**config.mk**
```make
export PLATFORM = sky130hd
export DESIGN_NAME = video_timing
export DESIGN_NICKNAME = d
export VERILOG_FILES = /design/src/rtl/video_timing.sv
export SDC_FILE = /design/constraint.sdc
export NUM_CORES = 1
export LEC_CHECK = 0
export CAP_MARGIN = 5
export CORE_MARGIN = 4
export CORE_UTILIZATION = 41
export CTS_CLUSTER_DIAMETER = 150
export CTS_CLUSTER_SIZE = 28
export DETAILED_ROUTE_END_ITERATION = 7
export SLEW_MARGIN = 25
export SYNTH_ARGS = -nofsm -noshare
export SYNTH_HDL_FRONTEND = slang
export SYNTH_SLANG_ARGS = --single-unit
```
**constraint.sdc**
```tcl
create_clock -name clk40 -period 3.7 [get_ports clk40]
set_clock_uncertainty 0.2 [all_clocks]
set_input_delay 0.555 -clock clk40 [delete_from_list [all_inputs] [get_ports clk40]]
set_output_delay 0.555 -clock clk40 [all_outputs]
set_load 0.02 [all_outputs]
```
**src/rtl/video_timing.sv**
```systemverilog
// Raster timing generator: free-running pixel/line counters with registered sync, blanking and pixel-fetch strobes.
// Optional frame counter output enabled by defining VIDEO_TIMING_FRAME_COUNT_EN.
module video_timing #(
    parameter int H_VISIBLE = 800,
    parameter int H_FRONT   = 40,
    parameter int H_SYNC    = 128,
    parameter int H_BACK    = 88,
    parameter int V_VISIBLE = 600,
    parameter int V_FRONT   = 1,
    parameter int V_SYNC    = 4,
    parameter int V_BACK    = 23,
    parameter int PIPE_LEAD = 2
) (
    input  logic        clk40,
    input  logic        rst,
    output logic [10:0] hPos,
    output logic [9:0]  vPos,
    output logic [9:0]  nextVPos,
    output logic        hsync,
    output logic        vsync,
    output logic        displayActive,
    output logic        hsyncStarting,
    output logic        nextFrameActive,
    output logic        lineStarting,
    output logic        lineEnding
`ifdef VIDEO_TIMING_FRAME_COUNT_EN
    ,
    output logic [7:0]  frameCount
`endif
);

    localparam int H_TOTAL = H_VISIBLE + H_FRONT + H_SYNC + H_BACK;
    localparam int V_TOTAL = V_VISIBLE + V_FRONT + V_SYNC + V_BACK;

    localparam logic [10:0] H_LAST   = 11'(H_TOTAL - 1);
    localparam logic [10:0] H_VIS    = 11'(H_VISIBLE);
    localparam logic [10:0] HS_START = 11'(H_VISIBLE + H_FRONT);
    localparam logic [10:0] HS_END   = 11'(H_VISIBLE + H_FRONT + H_SYNC);
    localparam logic [10:0] LS_POS   = 11'(H_TOTAL - PIPE_LEAD);
    localparam logic [10:0] LE_POS   = 11'(H_VISIBLE - PIPE_LEAD);

    localparam logic [9:0] V_LAST   = 10'(V_TOTAL - 1);
    localparam logic [9:0] V_VIS    = 10'(V_VISIBLE);
    localparam logic [9:0] VS_START = 10'(V_VISIBLE + V_FRONT);
    localparam logic [9:0] VS_END   = 10'(V_VISIBLE + V_FRONT + V_SYNC);

    // h_cnt_r/v_cnt_r hold the position to be presented at the next edge, so every
    // output is decoded from them one cycle early and lands aligned with hPos/vPos.
    logic [10:0] h_cnt_r;
    logic [9:0]  v_cnt_r;
    logic [10:0] h_nxt_s;
    logic [9:0]  v_nxt_s;
    logic [9:0]  nv_s;

    // Counter successors with explicit terminal-value wrap
    always_comb begin
        h_nxt_s = 11'd0;
        v_nxt_s = v_cnt_r;
        nv_s    = 10'd0;
        if (h_cnt_r == H_LAST) begin
            h_nxt_s = 11'd0;
            if (v_cnt_r == V_LAST) begin
                v_nxt_s = 10'd0;
            end else begin
                v_nxt_s = v_cnt_r + 10'd1;
            end
        end else begin
            h_nxt_s = h_cnt_r + 11'd1;
            v_nxt_s = v_cnt_r;
        end
        if (v_cnt_r == V_LAST) begin
            nv_s = 10'd0;
        end else begin
            nv_s = v_cnt_r + 10'd1;
        end
    end

    // Position counters and all registered timing outputs
    always_ff @(posedge clk40 or posedge rst) begin
        if (rst) begin
            h_cnt_r         <= 11'd0;
            v_cnt_r         <= 10'd0;
            hPos            <= 11'd0;
            vPos            <= 10'd0;
            nextVPos        <= 10'd1;
            hsync           <= 1'b0;
            vsync           <= 1'b0;
            displayActive   <= 1'b0;
            hsyncStarting   <= 1'b0;
            nextFrameActive <= 1'b1;
            lineStarting    <= 1'b0;
            lineEnding      <= 1'b0;
        end else begin
            h_cnt_r         <= h_nxt_s;
            v_cnt_r         <= v_nxt_s;
            hPos            <= h_cnt_r;
            vPos            <= v_cnt_r;
            nextVPos        <= nv_s;
            hsync           <= (h_cnt_r >= HS_START) && (h_cnt_r < HS_END);
            vsync           <= (v_cnt_r >= VS_START) && (v_cnt_r < VS_END);
            displayActive   <= (h_cnt_r < H_VIS) && (v_cnt_r < V_VIS);
            hsyncStarting   <= (h_cnt_r == HS_START);
            nextFrameActive <= (nv_s < V_VIS);
            lineStarting    <= (h_cnt_r == LS_POS) && (nv_s < V_VIS);
            lineEnding      <= (h_cnt_r == LE_POS) && (v_cnt_r < V_VIS);
        end
    end

`ifdef VIDEO_TIMING_FRAME_COUNT_EN
    // Frame counter steps as the presented position wraps from the last pixel to 0/0
    always_ff @(posedge clk40 or posedge rst) begin
        if (rst) begin
            frameCount <= 8'd0;
        end else if ((hPos == H_LAST) && (vPos == V_LAST)) begin
            frameCount <= frameCount + 8'd1;
        end else begin
            frameCount <= frameCount;
        end
    end
`endif

endmodule

```
# ---- After elaboration in Yosys (flattened, before gate mapping)
# Index checks and enable logic that the tools add are counted.
dict set report op_classes {
  n_addsub 2
  order_cmp 7
  n_eq_ne 5
  muxes 2
  reduce_logical 5
}
# op n
set ops {}
lappend ops {{< comparator 10 bit (second input constant)} 3}
lappend ops {{equality test 11 x 10 -> 1 bit (second input constant)} 2}
lappend ops {{equality test 11 bit (second input constant)} 2}
lappend ops {{< comparator 11 x 10 -> 1 bit (second input constant)} 2}
lappend ops {{adder 11 x 1 -> 11 bit (second input constant)} 1}
lappend ops {{>= comparator 11 x 10 -> 1 bit (second input constant)} 1}
lappend ops {{two-way mux 11 bit} 1}
lappend ops {{adder 10 x 1 -> 10 bit (second input constant)} 1}
lappend ops {{equality test 10 bit (second input constant)} 1}
lappend ops {{>= comparator 10 bit (second input constant)} 1}
lappend ops {{two-way mux 10 bit} 1}
lappend ops {{logical AND 1 bit} 5}
dict set report word_totals {
  register_bits 59
  in_bits 2
  word_cells 33
}

# ---- Logic depth before layout (Yosys ltp)
# Gate-level depths: netlist (run 1).
dict set report logic_depth {
  word_depth 4
  mapped_depth 8
}

# ---- Worst setup path before layout (run 1)
# Ideal clock, no wire load.
dict set report synth_timing {
  path_kind {register -> register}
  startpoint {reg v_cnt_r[0]}
  endpoint {reg lineStarting}
  setup_time_ps 73
  arrival_ps 1798
  required_time_ps 3427
  setup_slack_ps 1629
  path_stages_with_launch 8
  synth_period_minus_slack_ps 2071
  path_cell_list {dfrtp_1 > ha_1 > buf_2 > nand3_1 > o21ai_1 > or4b_1 > a32o_1 > a21oi_2}
}
dict set report synth_via {
  elab_chain_len 4
  word_cells_on_any_way 5
  cone_classes {add/sub (1); order compare (1); eq/ne (1); mux (1); reduce/logical (1)}
}
# item line
set synth_rtl {}
lappend synth_rtl {{start, declared} 50} ;# logic [9:0] v_cnt_r;
lappend synth_rtl {{start signal, assigned} 95} ;# v_cnt_r <= v_nxt_s;
lappend synth_rtl {{adder 10 x 1 -> 10 bit / equality test 10 bit (equally long branches)} {74, 71}}
lappend synth_rtl {{two-way mux 10 bit *} 71} ;# if (v_cnt_r == V_LAST) begin
lappend synth_rtl {{< comparator 10 bit *} 104} ;# lineStarting <= (h_cnt_r == LS_POS) && (nv_s < V_VIS);
lappend synth_rtl {{logical AND 1 bit *} 104}
lappend synth_rtl {{end signal, assigned} 104}
lappend synth_rtl {{end, declared} 24} ;# output logic lineStarting,
# Mark *: on every way between the ends. The rest lies on a longest branch, timed or not.
# A chain may end at the register's enable or synchronous reset.

# ---- Worst setup path after layout (run 1)
# Ends and elaborated chain as after synthesis.

==> out/summary.txt, run 1 <==
status - finished clean
Bufs on Longest Clock Path - 2
Synth Cell Area - 2410 um2
Placed Area - 2840 um2
CP arrival - 2.50 ns
post-CTS sizing - 0
hold_sp - h_cnt_r[9]
via/cell ratio - 5.01
Hold Buf Count CTS - 0
Die Ht - 84.7 um
Initial Util - 43.0%
non-filler cells, final - 317
worst-path fanout max - 9
Die Width - 84.7 um
port bufs - 39
first-pass GRT wire length - 7.94 mm
Final Max Tran Viols - 0
DRT antenna net count - 0
startpoint types - flip-flop
Mapped Nets - 208
routed wire length - 4.44 mm
design area - 3030 um2
Routability Congestion - 0.794
htree depth - 3
register area share after synthesis - 61.3%
synth warn - 0
Clk pin slew, worst setup/hold paths - 0.06 ns
actual slew at the worst max-slew pin - 0.769 ns
CTS Buf Count - 9
initial DRC count - 110
max_cap viols - 0
I/O pin count - 40
clock sink count - 59
synthesized instance count - 200
Setup Fix Bufs, Post-CTS - 0
final hold violation count - 0
# DRC - 0
initial antenna violation count - 0
share of cells above drive strength 1 - 13.1%
Max-Slew Margin vs Limit - 48.7%
P_leak - 0.00133 uW
DR pass1 iterations - 4
die area - 7170 um2
placed instance count - 302
Sum Neg Setup Slack - 0 ns
DR WL/cell - 14.0 um
Final period util - 65.9%
CTS tree - yes
n_diodes - 0
flops & latches, synth - 59
Core Region - 5610 um2
clk root buf - clkbuf_8
critical path capture point type - flip-flop
VDD IR max - 0.197 mV
Req. time, crit path - 3.76 ns
post-synth cell types - 45
Crit Path Class - flip-flop to flip-flop
Period minus WS final - 2.44 ns
vias in the first global route - 1627
detailed placement HPWL - 2.95 mm
RSZ-0062 raised after global routing - false
setup violators final - 0
P per Cell Area - 403 nW/um2
Nets - 249
worst-skew pair later-pin latency - 0.33 ns
Mean Syn Cell Area - 12.1 um2
worst setup path start - v_cnt_r[0]
Fmax - 410 MHz
GRT Total Usage - 14.3%
R2R Path Start - v_cnt_r[0]
Rows - 27
Area Growth Syn to Fin - 25.8%
remaining global-route overflow - 0
min-delay worst type - flip-flop to flip-flop
Vias - 1588
pin count of the biggest net entering global routing - 40
==> stage by stage <==
stage	power, uW	utilization, %	hold slack [ns]	worst slack, ns
3_5_place_dp	673	50.6	0.242	1.31
3_3_place_gp	673	50.6	0.239	1.43
2_1_floorplan	666	-	0.152	1.49
4_1_cts	1240	54.1	0.258	1.27
5_1_grt	1280	54.1	0.275	1.05
6_report	1220	54.1	0.251	1.26
==> power by group <==
part	total, uW	internal (uW)	switching [uW]
sequential	645	645	0
combinational	14.5	2.39	12.1
clock	563	330	233
==> cell type report <==
| cell class | count | area, um2 |
|---|---|---|
| Fill cell | 500 | 2570 |
| Sequential cell | 59 | 1480 |
| Multi-Input combinational cell | 123 | 832 |
| Timing Repair Buffer | 42 | 413 |
| Clock buffer | 14 | 193 |
| Tap cell | 72 | 90.1 |
| Inverter | 6 | 22.5 |
| Clock inverter | 1 | 5.00 |
==> metal layers <==
metal | up-vias | track usage (%) | part of all wire [%]
li1 | 769 | - | -
met2 | 42 | 18.9 | 41
met4 | 0 | 6.47 | 2.2
met3 | 8 | 5.50 | 5.8
met1 | 769 | 20.6 | 51
met5 | - | 0 | 0
==> Yosys cell counts (all sizes together) <==
cell     instances  area share (%)
xnor2           12             4.4
o22ai            1            0.26
ha               6             3.1
inv              6            0.93
or4b             1            0.41
dfstp            2             2.2
nand2           10             1.6
nor4b            1            0.36
dfrtp           57              59
and3             6             2.0
nor4             3             1.0
a21oi            6             1.4
and2             3            0.83
nor3b            1            0.31
xor2             7             2.5
nand4            3            0.78
clkbuf           4             1.0
nand4b           1            0.36
nor2            17             2.6
or3              1            0.26
o31ai            1            0.31
nand4bb          1            0.47
o21bai           2            0.62
mux2             4             1.9
nand3           12             3.0
a32o             2            0.83
o21ai            8             1.7
and4             1            0.36
a21boi           1            0.31
buf              8             2.2
nor2b            2            0.52
a31oi            2            0.52
nor3             7             1.5
a22oi            1            0.31
==> final timing paths <==
| check | depth (start not counted) | slack (ns) | endpoint |
|---|---|---|---|
| worst max-delay path | 7 | 1.26 | lineStarting |
| worst min-delay path | 0 | 0.25 | hPos[9] |
| worst max register to register | 7 | 1.26 | lineStarting |
| worst min register to register | 0 | 0.25 | hPos[9] |
| max in group asynchronous | 3 | 2.10 | nextVPos[0] |
| min in group asynchronous | 2 | 0.49 | hPos[9] |
==> state kept, by name, summed over array words and instances (netlist names) <==
name / cells
h_cnt_r: 11
nextVPos: 10
vsync: 1
nextFrameActive: 1
v_cnt_r: 10
displayActive: 1
hsync: 1
hsyncStarting: 1
vPos: 10
hPos: 11
lineEnding: 1
lineStarting: 1
==> cells by family (layout without fill, tap and decap cells) <==
logic type                 after synthesis  after routing  synth area share (%)
DFF                                     59             59                  61.3
and+or+nand+nor                         70             70                  16.4
buffers and inverters                   18             63                  4.20
AOI/OAI and AO/OA                       24             24                  6.22
muxes                                    4              4                  1.87
adders and majority gates                6              6                  3.11
xor gates and xnor gates                19             19                  6.90
==> cells in the final DEF, fill, tap and decap left out, drive strengths merged <==
master,n
nor4b,1
a31oi,2
o22ai,1
nand4bb,1
clkbuf,14
mux2,4
nor2,17
nor2b,2
clkdlybuf4s50,39
or4b,1
o21ai,8
a22oi,1
dfrtp,57
or3,1
a21oi,6
xnor2,12
nor4,3
and2,3
xor2,7
nand3,12
a21boi,1
and3,6
o21bai,2
buf,3
nor3b,1
and4,1
nand4b,1
nand4,3
nand2,10
inv,6
clkinv,1
dfstp,2
ha,6
o31ai,1
a32o,2
nor3,7
==> critical path, cell delays in order (launching register included) <==
cell and delay (ns):
dfrtp_1 0.47, ha_1 0.35, nand3_1 0.23, nor4_2 0.40
buf_4 0.24, a21oi_1 0.05, a32o_1 0.28, a21oi_2 0.14
Note: power is estimated with default switching activity, not from simulation.
==> inputs of run 2 (changes only) <==
--- a/config.mk
+++ b/config.mk
@@ -11,6 +11,7 @@
 export CTS_CLUSTER_DIAMETER = 150
 export CTS_CLUSTER_SIZE = 28
 export DETAILED_ROUTE_END_ITERATION = 7
+export PLACE_DENSITY = 0.67
 export SLEW_MARGIN = 25
 export SYNTH_ARGS = -nofsm -noshare
 export SYNTH_HDL_FRONTEND = slang
==> constraint.sdc (replaced) <==
create_clock -name clk40 -period 2.01 [get_ports clk40]
set_clock_uncertainty 0.2 [all_clocks]
set_input_delay 0.3015 -clock clk40 [delete_from_list [all_inputs] [get_ports clk40]]
set_output_delay 0.3015 -clock clk40 [all_outputs]
set_load 0.02 [all_outputs]
==> out/summary.txt, run 2 (synthesis results as in run 1) <==
DR WL/cell - 13.5 um
Design Power - 2510 uW
Req. time, crit path - 1.51 ns
I/O pin count - 40
Vias - 1685
die area - 7170 um2
setup violators final - 0
Die Ht - 84.7 um
final hold violation count - 0
critical path capture point type - primary output
Crit Path Class - flip-flop to primary output
CP Buf/Inv Count - 1
worst-path fanout max - 1
initial antenna violation count - 0
n_diodes - 0
CTS Buf Count - 9
min-delay worst type - primary input to asynchronous set/reset pin
Final period util - 96.9%
worst path cell trace - clkdlybuf4s50_1
Core Region - 5610 um2
Rows - 27
Slowest-stage cell, CP - clkdlybuf4s50_1
Routability Congestion - 0.838
commonest non-fill, non-tap cell in the layout - dfrtp_1
Area Growth Syn to Fin - 38.3%
vias in the first global route - 1691
initial DRC count - 75
Multi-input gate area - 857 um2
CP delay by family, top - buffers and inverters
GRT Total Usage - 14.5%
clock sink count - 59
# DRC - 0
Max-Slew Margin vs Limit - 73.3%
FF/Latch Area - 1480 um2
CP arrival - 1.45 ns
Hold Buf Count CTS - 0
worst-skew pair later-pin latency - 0.33 ns
startpoint types - flip-flop
worst setup path start - nextVPos[0]
crit-path max cell delay - 0.59 ns
non-filler cells, final - 347
clk root buf - clkbuf_8
Fmax - 513 MHz
Fill cells - 463
remaining global-route overflow - 0
Sum Neg Setup Slack - 0 ns
Final Max Tran Viols - 0
pin count of the biggest net entering global routing - 27
Top Registers - hPos (11), h_cnt_r (11)
placed instance count - 330
Period minus WS final - 1.95 ns
CTS tree - yes
P_leak - 0.00150 uW
routed wire length - 4.67 mm
RSZ-0062 raised after global routing - false
VDD IR max - 0.362 mV
Die Width - 84.7 um
DRT antenna net count - 0
first-pass GRT wire length - 8.00 mm
Initial Util - 43.0%
Bufs on Longest Clock Path - 2
share of cells above drive strength 1 - 24.0%
most frequent cells in the layout - dfrtp_1 (54), clkdlybuf4s50_1 (39), buf_4 (31)
Hold Slack - 0.0745 ns
via/cell ratio - 4.86
actual slew at the worst max-slew pin - 0.400 ns
Clk pin slew, worst setup/hold paths - 0.06 ns
status - finished clean
P per Cell Area - 752 nW/um2
Nets - 278
htree depth - 3
port bufs - 39
R2R Path Start - v_cnt_r[5]
max_cap viols - 0
DR pass1 iterations - 4
detailed placement HPWL - 3.30 mm
[run 2: changes by cell type in the layout (fill, tap and decap cells not counted), sizes merged]
cell	delta
clkinv	+1
bufinv	+3
buf	+29
clkbuf	-3
[run 2: metal layers]
layer  global-route usage (%)  share of wire, %  up-vias
met5                        0                 0        -
met4                     7.77               2.2        0
met1                     19.0                47      814
met2                     21.4                46       39
li1                         -                 -      824
met3                     4.51               4.4        8
[run 2: final cells by class]
class,instances,area share (%)
sequential,59,44.4
clock inverter,5,3.00
clock buffer,11,4.24
timing repair buffer,71,19.3
tap,72,2.70
multi-input combinational,123,25.7
inverter,6,0.675
[run 2: final timing paths]
check                          endpoint  slack, ns  depth (start not counted)
setup / recovery            nextVPos[0]       0.06                          1
hold / removal                  vPos[9]       0.07                          2
setup reg to reg           lineStarting       0.11                          5
hold reg to reg                 hPos[4]       0.28                          0
max in group asynchronous   nextVPos[0]       1.00                          3
min in group clk40              hPos[4]       0.28                          0
[run 2: report_power, final]
part,leakage [uW],total [uW],internal (uW),switching [uW]
clock,0.000123,1290,853,437
combinational,0.000596,31.8,8.28,23.5
sequential,0.000783,1190,1190,0
[run 2: through the flow]
| stage | util [%] | setup slack [ns] | cell area [um2] |
|---|---|---|---|
| finish | 59.5 | 0.0614 | 3340 |
| floorplan | - | 0.00742 | 2420 |
| detailed placement | 54.6 | 0.0867 | 3060 |
| global route | 59.5 | 0.00641 | 3340 |
| global placement | 54.6 | 0.0648 | 3060 |
| CTS | 58.9 | 0.0397 | 3310 |
[run 2: timing repair]
action                     CTS  global route
setup endpoints to repair    0             2
hold endpoints to repair     0             0
resized for setup            0             6
buffers inserted             0             1
==> inputs of run 3 (changes only) <==
--- a/config.mk
+++ b/config.mk
@@ -7,11 +7,12 @@
 export LEC_CHECK = 0
 export CAP_MARGIN = 5
 export CORE_MARGIN = 4
-export CORE_UTILIZATION = 41
+export CORE_UTILIZATION = 45
 export CTS_CLUSTER_DIAMETER = 150
 export CTS_CLUSTER_SIZE = 28
 export DETAILED_ROUTE_END_ITERATION = 7
-export PLACE_DENSITY = 0.67
+export PLACE_DENSITY = 0.72
+export SKIP_CTS_REPAIR_TIMING = 1
 export SLEW_MARGIN = 25
 export SYNTH_ARGS = -nofsm -noshare
 export SYNTH_HDL_FRONTEND = slang
==> out/summary.txt, run 3 (synthesis results as in run 1) <==
CTS Buf Count - 9
Top Registers - hPos (11), h_cnt_r (11)
startpoint types - flip-flop
Clk pin slew, worst setup/hold paths - 0.06 ns
CP Depth - 5
Crit Path Class - flip-flop to flip-flop
Core Region - 5140 um2
Fmax - 503 MHz
Nets - 275
Max-Slew Margin vs Limit - 74.5%
Final Max Tran Viols - 0
Final period util - 98.8%
most frequent cells in the layout - dfrtp_1 (57), clkdlybuf4s50_1 (39), buf_4 (28)
share of cells above drive strength 1 - 22.4%
crit-path max cell delay - 0.51 ns
worst path cell trace - and3_4 -> nand3_4 -> or4b_1 -> a32o_1 -> a21oi_2
Fill cells - 436
setup violators final - 0
# DRC - 0
max_cap viols - 0
VDD IR max - 0.458 mV
CP Buf/Inv Count - 0
die area - 6600 um2
P_leak - 0.00148 uW
R2R setup slack - 0.02 ns
min-delay worst type - primary input to asynchronous set/reset pin
worst-path fanout max - 6
n_diodes - 0
Vias - 1677
CP arrival - 2.05 ns
worst setup path start - v_cnt_r[5]
via/cell ratio - 4.90
R2R Path End - lineStarting
commonest non-fill, non-tap cell in the layout - dfrtp_1
CTS tree - yes
pin count of the biggest net entering global routing - 60
initial antenna violation count - 0
actual slew at the worst max-slew pin - 0.382 ns
first-pass GRT wire length - 7.86 mm
Area Growth Syn to Fin - 36.0%
remaining global-route overflow - 0
clk root buf - clkbuf_8
port bufs - 39
DRT antenna net count - 0
placed instance count - 324
CP delay by family, top - simple AND/OR/NAND/NOR gates
status - finished clean
Req. time, crit path - 2.07 ns
clock sink count - 59
Initial Util - 46.9%
Period minus WS final - 1.99 ns
Placed Area - 3030 um2
Multi-input gate area - 852 um2
DR pass1 iterations - 6
final hold violation count - 0
htree depth - 3
design area - 3280 um2
Die Width - 81.2 um
Bufs on Longest Clock Path - 2
GRT Total Usage - 16.3%
initial DRC count - 62
detailed placement HPWL - 3.09 mm
worst-skew pair later-pin latency - 0.33 ns
Slowest-stage cell, CP - or4b_1
critical path capture point type - flip-flop
Routability Congestion - 0.890
Rows - 26
non-filler cells, final - 342
R2R Path Start - v_cnt_r[5]
DR WL/cell - 13.6 um
R2R depth - 5
P per Cell Area - 728 nW/um2
FF/Latch Area - 1480 um2
vias in the first global route - 1633
I/O pin count - 40
routed wire length - 4.67 mm
Die Ht - 81.2 um
-- run 3: worst reg2reg max path, cell delays in order, from the launching register on --
cell,delay (ns)
dfrtp_1,0.48
and3_4,0.26
nand3_4,0.09
or4b_1,0.51
a32o_1,0.25
a21oi_2,0.13
-- run 3: metal layers --
layer	vias to the layer above	global-route usage, %	routed length, um
met5	-	0	0
met3	9	4.32	211
met4	0	9.63	119
met1	811	21.7	2190
li1	817	-	-
met2	40	24.0	2150
-- run 3: layout make-up --
type / count / area share (%)
clock inverter: 4 / 2.25
inverter: 6 / 0.686
timing repair buffer: 68 / 18.9
tap: 70 / 2.67
sequential: 59 / 45.1
clock buffer: 12 / 4.42
multi-input combinational: 123 / 26.0
-- run 3: how the worst max path moves through the flow --
stage | endpoint | slack, ns
finish | lineStarting | 0.02
global route | lineStarting | -0.02
CTS | nextVPos[0] | 0.05
detailed placement | lineStarting | 0.11
global placement | lineStarting | 0.11
floorplan | lineStarting | 0.007
-- run 3: power by group --
part	leakage [uW]	internal (uW)	switching, uW	total, uW
registers	0.000788	1190	0	1190
logic	0.000580	6.02	22.5	28.5
clock network	0.000111	732	438	1170
total	0.00148	1930	461	2390
-- run 3: stage by stage --
stage               setup TNS (ns)  power (uW)  util (%)  hold slack (ns)  setup WS (ns)
global route               -0.0325        2490      63.8            0.154        -0.0238
detailed placement               0        1240      59.0            0.240          0.111
global placement                 0        1240      59.0            0.237          0.109
floorplan                        0        1230         -            0.152        0.00742
CTS                              0        2420      63.2            0.139         0.0474
finish                           0        2390      63.8            0.144         0.0238
